$ cat config.mk
export PLATFORM = sky130hd
export DESIGN_NAME = mem_port_arbiter
export DESIGN_NICKNAME = d
export VERILOG_FILES = /design/src/rtl/mem_arb_pkg.sv /design/src/rtl/dma_burst_ctr.sv /design/src/rtl/mem_port_arbiter.sv
export SDC_FILE = /design/constraint.sdc
export NUM_CORES = 1
export LEC_CHECK = 0
export BUFFER_PORTS_ARGS = -buffer_cell sky130_fd_sc_hd__buf_2
export CAP_MARGIN = 20
export CORE_MARGIN = 5
export CORE_UTILIZATION = 37
export DETAILED_ROUTE_END_ITERATION = 6
export PLACE_DENSITY = 0.77
export SKIP_CTS_REPAIR_TIMING = 1
export SLEW_MARGIN = 20
export SYNTH_ARGS = -nofsm -noshare
export SYNTH_HDL_FRONTEND = slang
export SYNTH_SLANG_ARGS = --single-unit
$ cat constraint.sdc
create_clock -name clk -period 1.9 [get_ports clk]
set_input_delay 0.285 -clock clk [delete_from_list [all_inputs] [get_ports clk]]
set_output_delay 0.285 -clock clk [all_outputs]
set_load 0.01 [all_outputs]
$ cat src/rtl/mem_arb_pkg.sv
// Shared types and default sizes for the data-memory port arbiter.
package mem_arb_pkg;

  localparam int DW_DEF           = 16;
  localparam int AW_DEF           = 16;
  localparam int LW_DEF           = 4;
  localparam int STARVE_LIMIT_DEF = 4;

  typedef enum logic {
    ST_IDLE,
    ST_BURST
  } st_t;

endpackage

$ cat src/rtl/dma_burst_ctr.sv
// Burst bookkeeping: holds the captured base/length, counts beats and
// produces the wrapping beat address plus the last-beat flag.
module dma_burst_ctr #(
  parameter int AW = 16,
  parameter int LW = 4
) (
  input  logic          clk,
  input  logic          rst,
  input  logic          load_i,
  input  logic          adv_i,
  input  logic [AW-1:0] base_i,
  input  logic [LW-1:0] len_i,
  output logic [AW-1:0] addr_o,
  output logic          last_o
);

  logic [LW-1:0] beat_cnt_q, beat_cnt_d;
  logic [AW-1:0] base_q, base_d;
  logic [LW-1:0] len_q, len_d;

  always_comb begin
    // NOTE: every next-state signal gets a default first so no latch is inferred.
    beat_cnt_d = beat_cnt_q;
    base_d     = base_q;
    len_d      = len_q;
    if (load_i) begin
      beat_cnt_d = '0;
      base_d     = base_i;
      len_d      = len_i;
    end else if (adv_i) begin
      beat_cnt_d = beat_cnt_q + LW'(1);
    end
  end

  // NOTE: state registers use non-blocking assignments only.
  always_ff @(posedge clk or posedge rst) begin
    if (rst) begin
      beat_cnt_q <= '0;
      base_q     <= '0;
      len_q      <= '0;
    end else begin
      beat_cnt_q <= beat_cnt_d;
      base_q     <= base_d;
      len_q      <= len_d;
    end
  end

  // Address arithmetic is AW bits wide, so bursts wrap modulo 2^AW.
  assign addr_o = base_q + AW'(beat_cnt_q);
  assign last_o = (beat_cnt_q == len_q);

endmodule

$ cat src/rtl/mem_port_arbiter.sv
// Shares the data-memory port between the pipeline MEM stage (priority,
// single-cycle) and a DMA master (committed bursts) with anti-starvation.
module mem_port_arbiter
  import mem_arb_pkg::*;
#(
  parameter int DW           = DW_DEF,
  parameter int AW           = AW_DEF,
  parameter int LW           = LW_DEF,
  parameter int STARVE_LIMIT = STARVE_LIMIT_DEF
) (
  input  logic          clk,
  input  logic          rst,
  input  logic          pl_req,
  input  logic          pl_we,
  input  logic [AW-1:0] pl_addr,
  input  logic [DW-1:0] pl_wdata,
  output logic [DW-1:0] pl_rdata,
  output logic          pl_stall,
  input  logic          dma_req,
  input  logic          dma_we,
  input  logic [AW-1:0] dma_addr,
  input  logic [LW-1:0] dma_len,
  input  logic [DW-1:0] dma_wdata,
  output logic          dma_gnt,
  output logic          dma_beat,
  output logic [DW-1:0] dma_rdata,
  output logic          dma_done,
  output logic [AW-1:0] mem_addr,
  output logic [DW-1:0] mem_wdata,
  output logic          mem_we,
  input  logic [DW-1:0] mem_rdata
);

  localparam int            SW         = $clog2(STARVE_LIMIT + 1);
  localparam logic [SW-1:0] STARVE_MAX = SW'(STARVE_LIMIT);

  st_t           st_q;
  logic [SW-1:0] starve_cnt_q;
  logic          we_q;
  logic          in_burst;
  logic          grant;
  logic          last_beat;
  logic [AW-1:0] burst_addr;

  assign in_burst = (st_q == ST_BURST);
  assign grant    = !in_burst && dma_req && (!pl_req || (starve_cnt_q >= STARVE_MAX));

  dma_burst_ctr #(
    .AW (AW),
    .LW (LW)
  ) u_burst_ctr (
    .clk    (clk),
    .rst    (rst),
    .load_i (grant),
    .adv_i  (in_burst),
    .base_i (dma_addr),
    .len_i  (dma_len),
    .addr_o (burst_addr),
    .last_o (last_beat)
  );

  always_ff @(posedge clk or posedge rst) begin
    if (rst) begin
      st_q         <= ST_IDLE;
      starve_cnt_q <= '0;
      we_q         <= 1'b0;
    end else begin
      unique case (st_q)
        ST_IDLE: begin
          if (grant) begin
            st_q         <= ST_BURST;
            starve_cnt_q <= '0;
            we_q         <= dma_we;
          end else if (!dma_req) begin
            starve_cnt_q <= '0;
          end else if (pl_req && (starve_cnt_q != STARVE_MAX)) begin
            starve_cnt_q <= starve_cnt_q + SW'(1);
          end
        end
        ST_BURST: begin
          // Burst length is fixed at grant; dma_req is ignored until the last beat.
          if (last_beat) st_q <= ST_IDLE;
        end
        default: st_q <= ST_IDLE;
      endcase
    end
  end

  assign dma_gnt   = in_burst;
  assign dma_beat  = in_burst;
  assign dma_done  = in_burst && last_beat;
  assign pl_stall  = in_burst && pl_req;

  assign mem_addr  = in_burst ? burst_addr : pl_addr;
  assign mem_wdata = in_burst ? dma_wdata  : pl_wdata;
  // NOTE: rst gates the write strobe combinationally so a reset mid-burst stops writes at once.
  assign mem_we    = !rst && (in_burst ? we_q : (pl_req && pl_we));

  assign pl_rdata  = mem_rdata;
  assign dma_rdata = mem_rdata;

endmodule

# ---- After elaboration in Yosys (flattened, before gate mapping)
# Index checks and enable logic that the tools add are counted.
dict set report op_classes {
  n_addsub 3
  order_cmp 1
  n_eq_ne 3
  mux 11
  bitwise_logic 1
  reduce_logical 14
}
# operator count
set op_table {}
lappend op_table {{16-bit 2-to-1 mux} 2}
lappend op_table {{16-bit by 4-bit adder with 16-bit output} 1}
lappend op_table {{3-bit 2-to-1 mux} 3}
lappend op_table {{4-bit 2-to-1 mux} 2}
lappend op_table {{1-bit logical AND} 7}
lappend op_table {{4-bit by 1-bit adder with 4-bit output (second input constant)} 1}
lappend op_table {{4-bit equality test} 1}
lappend op_table {{2-bit AND reduction} 2}
lappend op_table {{3-bit by 1-bit adder with 3-bit output (second input constant)} 1}
lappend op_table {{3-bit >= comparator (second input constant)} 1}
lappend op_table {{1-bit zero test} 3}
lappend op_table {{1-bit 2-to-1 mux} 3}
lappend op_table {{3-bit by 1-bit inequality test with 1-bit output (second input constant)} 1}
lappend op_table {{3-bit inequality test (second input constant)} 1}
lappend op_table {{1-bit one-hot mux with 2 select lines} 1}
lappend op_table {{2-bit nonzero test} 1}
lappend op_table {{1-bit logical OR} 1}
lappend op_table {{1-bit inverter} 1}
dict set report totals {
  ff_bits 29
  input_bits 90
  output_inout_bits 69
}

# ---- Longest topological paths before layout
dict set report logic_depth {
  ltp_word 5
  depth_mapped 6
}

# ---- Modules after synthesis
# A second synthesis with hierarchy kept.
dict set report hier_totals {
  cells_unflattened 208
  hier_area_um2 2283.4
}
# mod instances cells_per_inst area_per_inst_um2
set by_module_without_submodules {}
lappend by_module_without_submodules {dma_burst_ctr 1 110 1345.0}
lappend by_module_without_submodules {mem_port_arbiter 1 98 938.4}

# ---- Least setup slack after synthesis
# Ideal clock, no wire load.
dict set report synth_timing {
  path_type {register to output}
  start {reg u_burst_ctr.beat_cnt_q[0]}
  end {out mem_addr[14]}
  t_arrival_ns 1.886
  required_ns 1.615
  path_slack_ns -0.271
  stages_incl_launch_ff 7
  cell_sequence {dfrtp_1 -> ha_1 -> fa_1 -> nand3_1 -> a21o_1 -> or3_2 -> a31oi_1}
}
dict set report synth_between {
  elab_chain_cells 2
}
# element line_no
set synth_rtl {}
lappend synth_rtl {{start: declaration} dma_burst_ctr.sv:17} ;# logic [LW-1:0] beat_cnt_q, beat_cnt_d;
lappend synth_rtl {{start signal: assignment} dma_burst_ctr.sv:42} ;# beat_cnt_q <= beat_cnt_d;
lappend synth_rtl {{16-bit by 4-bit adder with 16-bit output} dma_burst_ctr.sv:49} ;# assign addr_o = base_q + AW'(beat_cnt_q);
lappend synth_rtl {{16-bit 2-to-1 mux} mem_port_arbiter.sv:94} ;# assign mem_addr = in_burst ? burst_addr : pl_addr;
lappend synth_rtl {{end: declaration} mem_port_arbiter.sv:28} ;# output logic [AW-1:0] mem_addr,
# No other way between the ends.

# ---- Worst setup path in the final report
dict set report layout_timing {
  start {reg u_burst_ctr.base_q[3]}
  end {out mem_addr[11]}
}
dict set report layout_between {
  elab_chain_cells 2
}
# element line_no
set layout_rtl {}
lappend layout_rtl {{start: declaration} dma_burst_ctr.sv:18} ;# logic [AW-1:0] base_q, base_d;
lappend layout_rtl {{start signal: assignment} dma_burst_ctr.sv:43} ;# base_q <= base_d;
lappend layout_rtl {{16-bit by 4-bit adder with 16-bit output} dma_burst_ctr.sv:49}
lappend layout_rtl {{16-bit 2-to-1 mux} mem_port_arbiter.sv:94}
# No other way between the ends.

==> results.toml <==
[outcome]
outcome = "complete, but fails checks"
violations = "setup timing"

[sta]
tightest_slew_ps = 406
hold_ws_ps = 69.6
worst_slack_ps = -440
finClkSkew_ps = 3.59
rsz0062_at_grt = "true"
slew_headroom_pct = 72.7
max_freq_ghz = 0.427
layout_worst_path_cycle_share_pct = 123
min_period_ps = 2340
hold_violations = 0
drv_slew = 0
setup_violations = 16

[global_route]
grt_pass1_vias = 2030
grt_pass1_wl_um = 9380
grt-ovfl-total = 0
antenna_found_initial = 0
track_usage_pct = 15.7
grt_max_degree = 30

[clock_network]
clk_path_buf_depth = 2
cts-buffers-inserted = 5
clock_latency_ps = 290
path_clk_slew_ps = 60
cts_tree = "done"
ctsHtreeMaxLevel = 2
root_buffer = "clkbuf_8"
cts_sinks = 29

[detailed_routing]
wirelength_um = 5900
drc = 0
wl_per_cell_um = 14.5
drt_iter0_markers = 93
vias = 2038
via_per_inst = 5.00
final_antenna_net_count = 0
drtPass1Iterations = 4

[setup_path]
critPathArrivalTime_ps = 2060
r2r-end = "u_burst_ctr.base_q[3]"
rrSetupSlack_ps = 280
crit_path_start_kind = "flop"
crit_path_start = "u_burst_ctr.base_q[3]"
critPathKind = "reg2out"
reg2reg_from = "dma_beat"
path_max_fanout = 6
setup.worst_path.end_class = "output port"
r2r_cells = 4
crit_required_ps = 1620

[yosys]
yosys_most_used_dff = "dfrtp_1"
post-synth-top-area-cell = "dfrtp_1"
synth.top_cells.by_count = "38 x mux2_2, 33 x buf_4, 29 x dfrtp_1, 18 x nor2_1, 12 x nand2_1"
synth.top_cells.by_area = "dfrtp_1 33%, mux2_2 19%, buf_4 11%"
async_flop_share_pct = 100
avgSynthCellArea_sq_um = 9.43
synthXorXnorAreaFrac_pct = 3.97
syn-instance-count = 234
synth-adder-area-share_pct = 4.88
netlist.area_leader.share_pct = 32.9
yosys.area_share.simple_pct = 12.0
synth_most_common_cell = "mux2_2"
synth_cell_type_count = 35
syn_nets = 332
synth_area_sq_mm = 0.00221
synth_top_family_by_area = "multiplexers"
synth-seq-cells = 29
yosys_warnings = 0
ys_seq_area_share_pct = 32.9
synth_compound_area_share_pct = 12.1
synthMuxAreaShare_pct = 19.4
synth_edf_count = 0

[power_and_ir_drop]
power.leakage_nw = 1.41
p_per_area_mw_per_mm2 = 1670
worst_ir_drop_vdd_mv = 0.707

[final_layout]
utilization_pct = 52.7
diodes = 0
design_area_sq_mm = 0.00308
final_cells = 408
multi_input_area_sq_mm = 0.00137
syn2layout_area_growth_pct = 39.6
seq_area_sq_um = 728
nets = 430
nFillCells = 541
drive_gt1_share_pct = 62.5

[floorplanning]
dieWidth_um = 87.2
row_count = 28
start_util_pct = 37.7
die_area_sq_mm = 0.00761
pin_count = 159
die_h_um = 87.2
coreArea_sq_mm = 0.00585

[place]
dpl_cell_area_sq_mm = 0.00284
port_buffers = 110
gp_congestion = 0.832
place_hpwl_um = 4560
placedCellCount = 396

[hold_path]
hold_path.class = "in2async"

[flow_run]
drv_cap = 0
-- per-layer routing --
| layer | GRT usage, % | routed length [um] | part of all wire, % |
|---|---|---|---|
| met3 | 6.34 | 605 | 10 |
| met2 | 25.1 | 2790 | 47 |
| met5 | 0 | 0 | 0 |
| met4 | 6.14 | 163 | 2.8 |
| met1 | 18.9 | 2340 | 40 |
-- power breakdown --
part           switching [mW]  internal, mW  leakage, nW
clock                   0.240         0.327       0.0542
sequential              0.266         0.919        0.351
combinational            1.65          1.75         1.01
total                    2.16          3.00         1.41
-- critical path: stages, from the launching register on --
cell and delay [ps]:
dfrtp_1 410, ha_4 310, o21a_4 160, a21oi_4 70, or4_4 490, a31oi_4 190, buf_6 120
-- logic make-up (layout without fill, tap and decap cells) --
logic type                 after synthesis  after routing
xor gates and xnor gates                10             10
buffers and inverters                   53            151
AOI/OAI and AO/OA                       42             43
muxes                                   38             38
and+or+nand+nor                         54             54
DFF                                     29             29
adders and majority gates                8              8
-- through the flow --
step                      setup WS, ps  total power [mW]  TNS (ps)
after global routing              -523              5.57     -6500
after floorplan                  -78.7              3.22      -173
after CTS                         -536              4.76     -6310
after detailed placement          -223              4.18     -1780
after global placement            -206              4.09     -1540
final                             -440              5.16     -5070
-- cell type report --
type	count	share of cell area [%]
repair buffers	133	24.4
clock buffers	7	3.13
multi-input cells	153	44.4
inverters	10	1.22
flip-flops and latches	29	23.6
well taps	75	3.05
clock inverters	1	0.162
-- worst max path at each step --
stage                              end  slack [ps]  depth (start not counted)
after detailed placement   mem_addr[9]        -220                          6
final                     mem_addr[11]        -440                          6
after global placement     mem_addr[9]        -210                          6
after floorplan           mem_addr[13]         -80                          6
after CTS                  mem_addr[9]        -540                          6
after global routing      mem_addr[15]        -520                          7
-- registers in the layout, summed over array words and instances (netlist names) --
register,count
u_burst_ctr.base_q,16
u_burst_ctr.beat_cnt_q,4
u_burst_ctr.len_q,4
starve_cnt_q,3
dma_beat,1
we_q,1
-- cells in the final DEF (no fill, tap or decap), drive strengths merged, types with 2 or more instances in the layout --
cell / synthesis / routed
a21oi: 10 / 11
mux2: 38 / 38
nor2b: 3 / 3
o31ai: 3 / 3
nor2: 18 / 18
o21ai: 11 / 11
nand2: 12 / 12
a31oi: 7 / 7
or4: 3 / 3
nand3: 6 / 6
ha: 7 / 7
a211oi: 3 / 3
dfrtp: 29 / 29
xnor2: 9 / 9
or3: 4 / 4
buf: 37 / 133
a21o: 2 / 2
clkbuf: 6 / 7
and3: 2 / 2
nand4: 3 / 3
inv: 10 / 10
No activity file was read; power rests on OpenSTA's default activity.
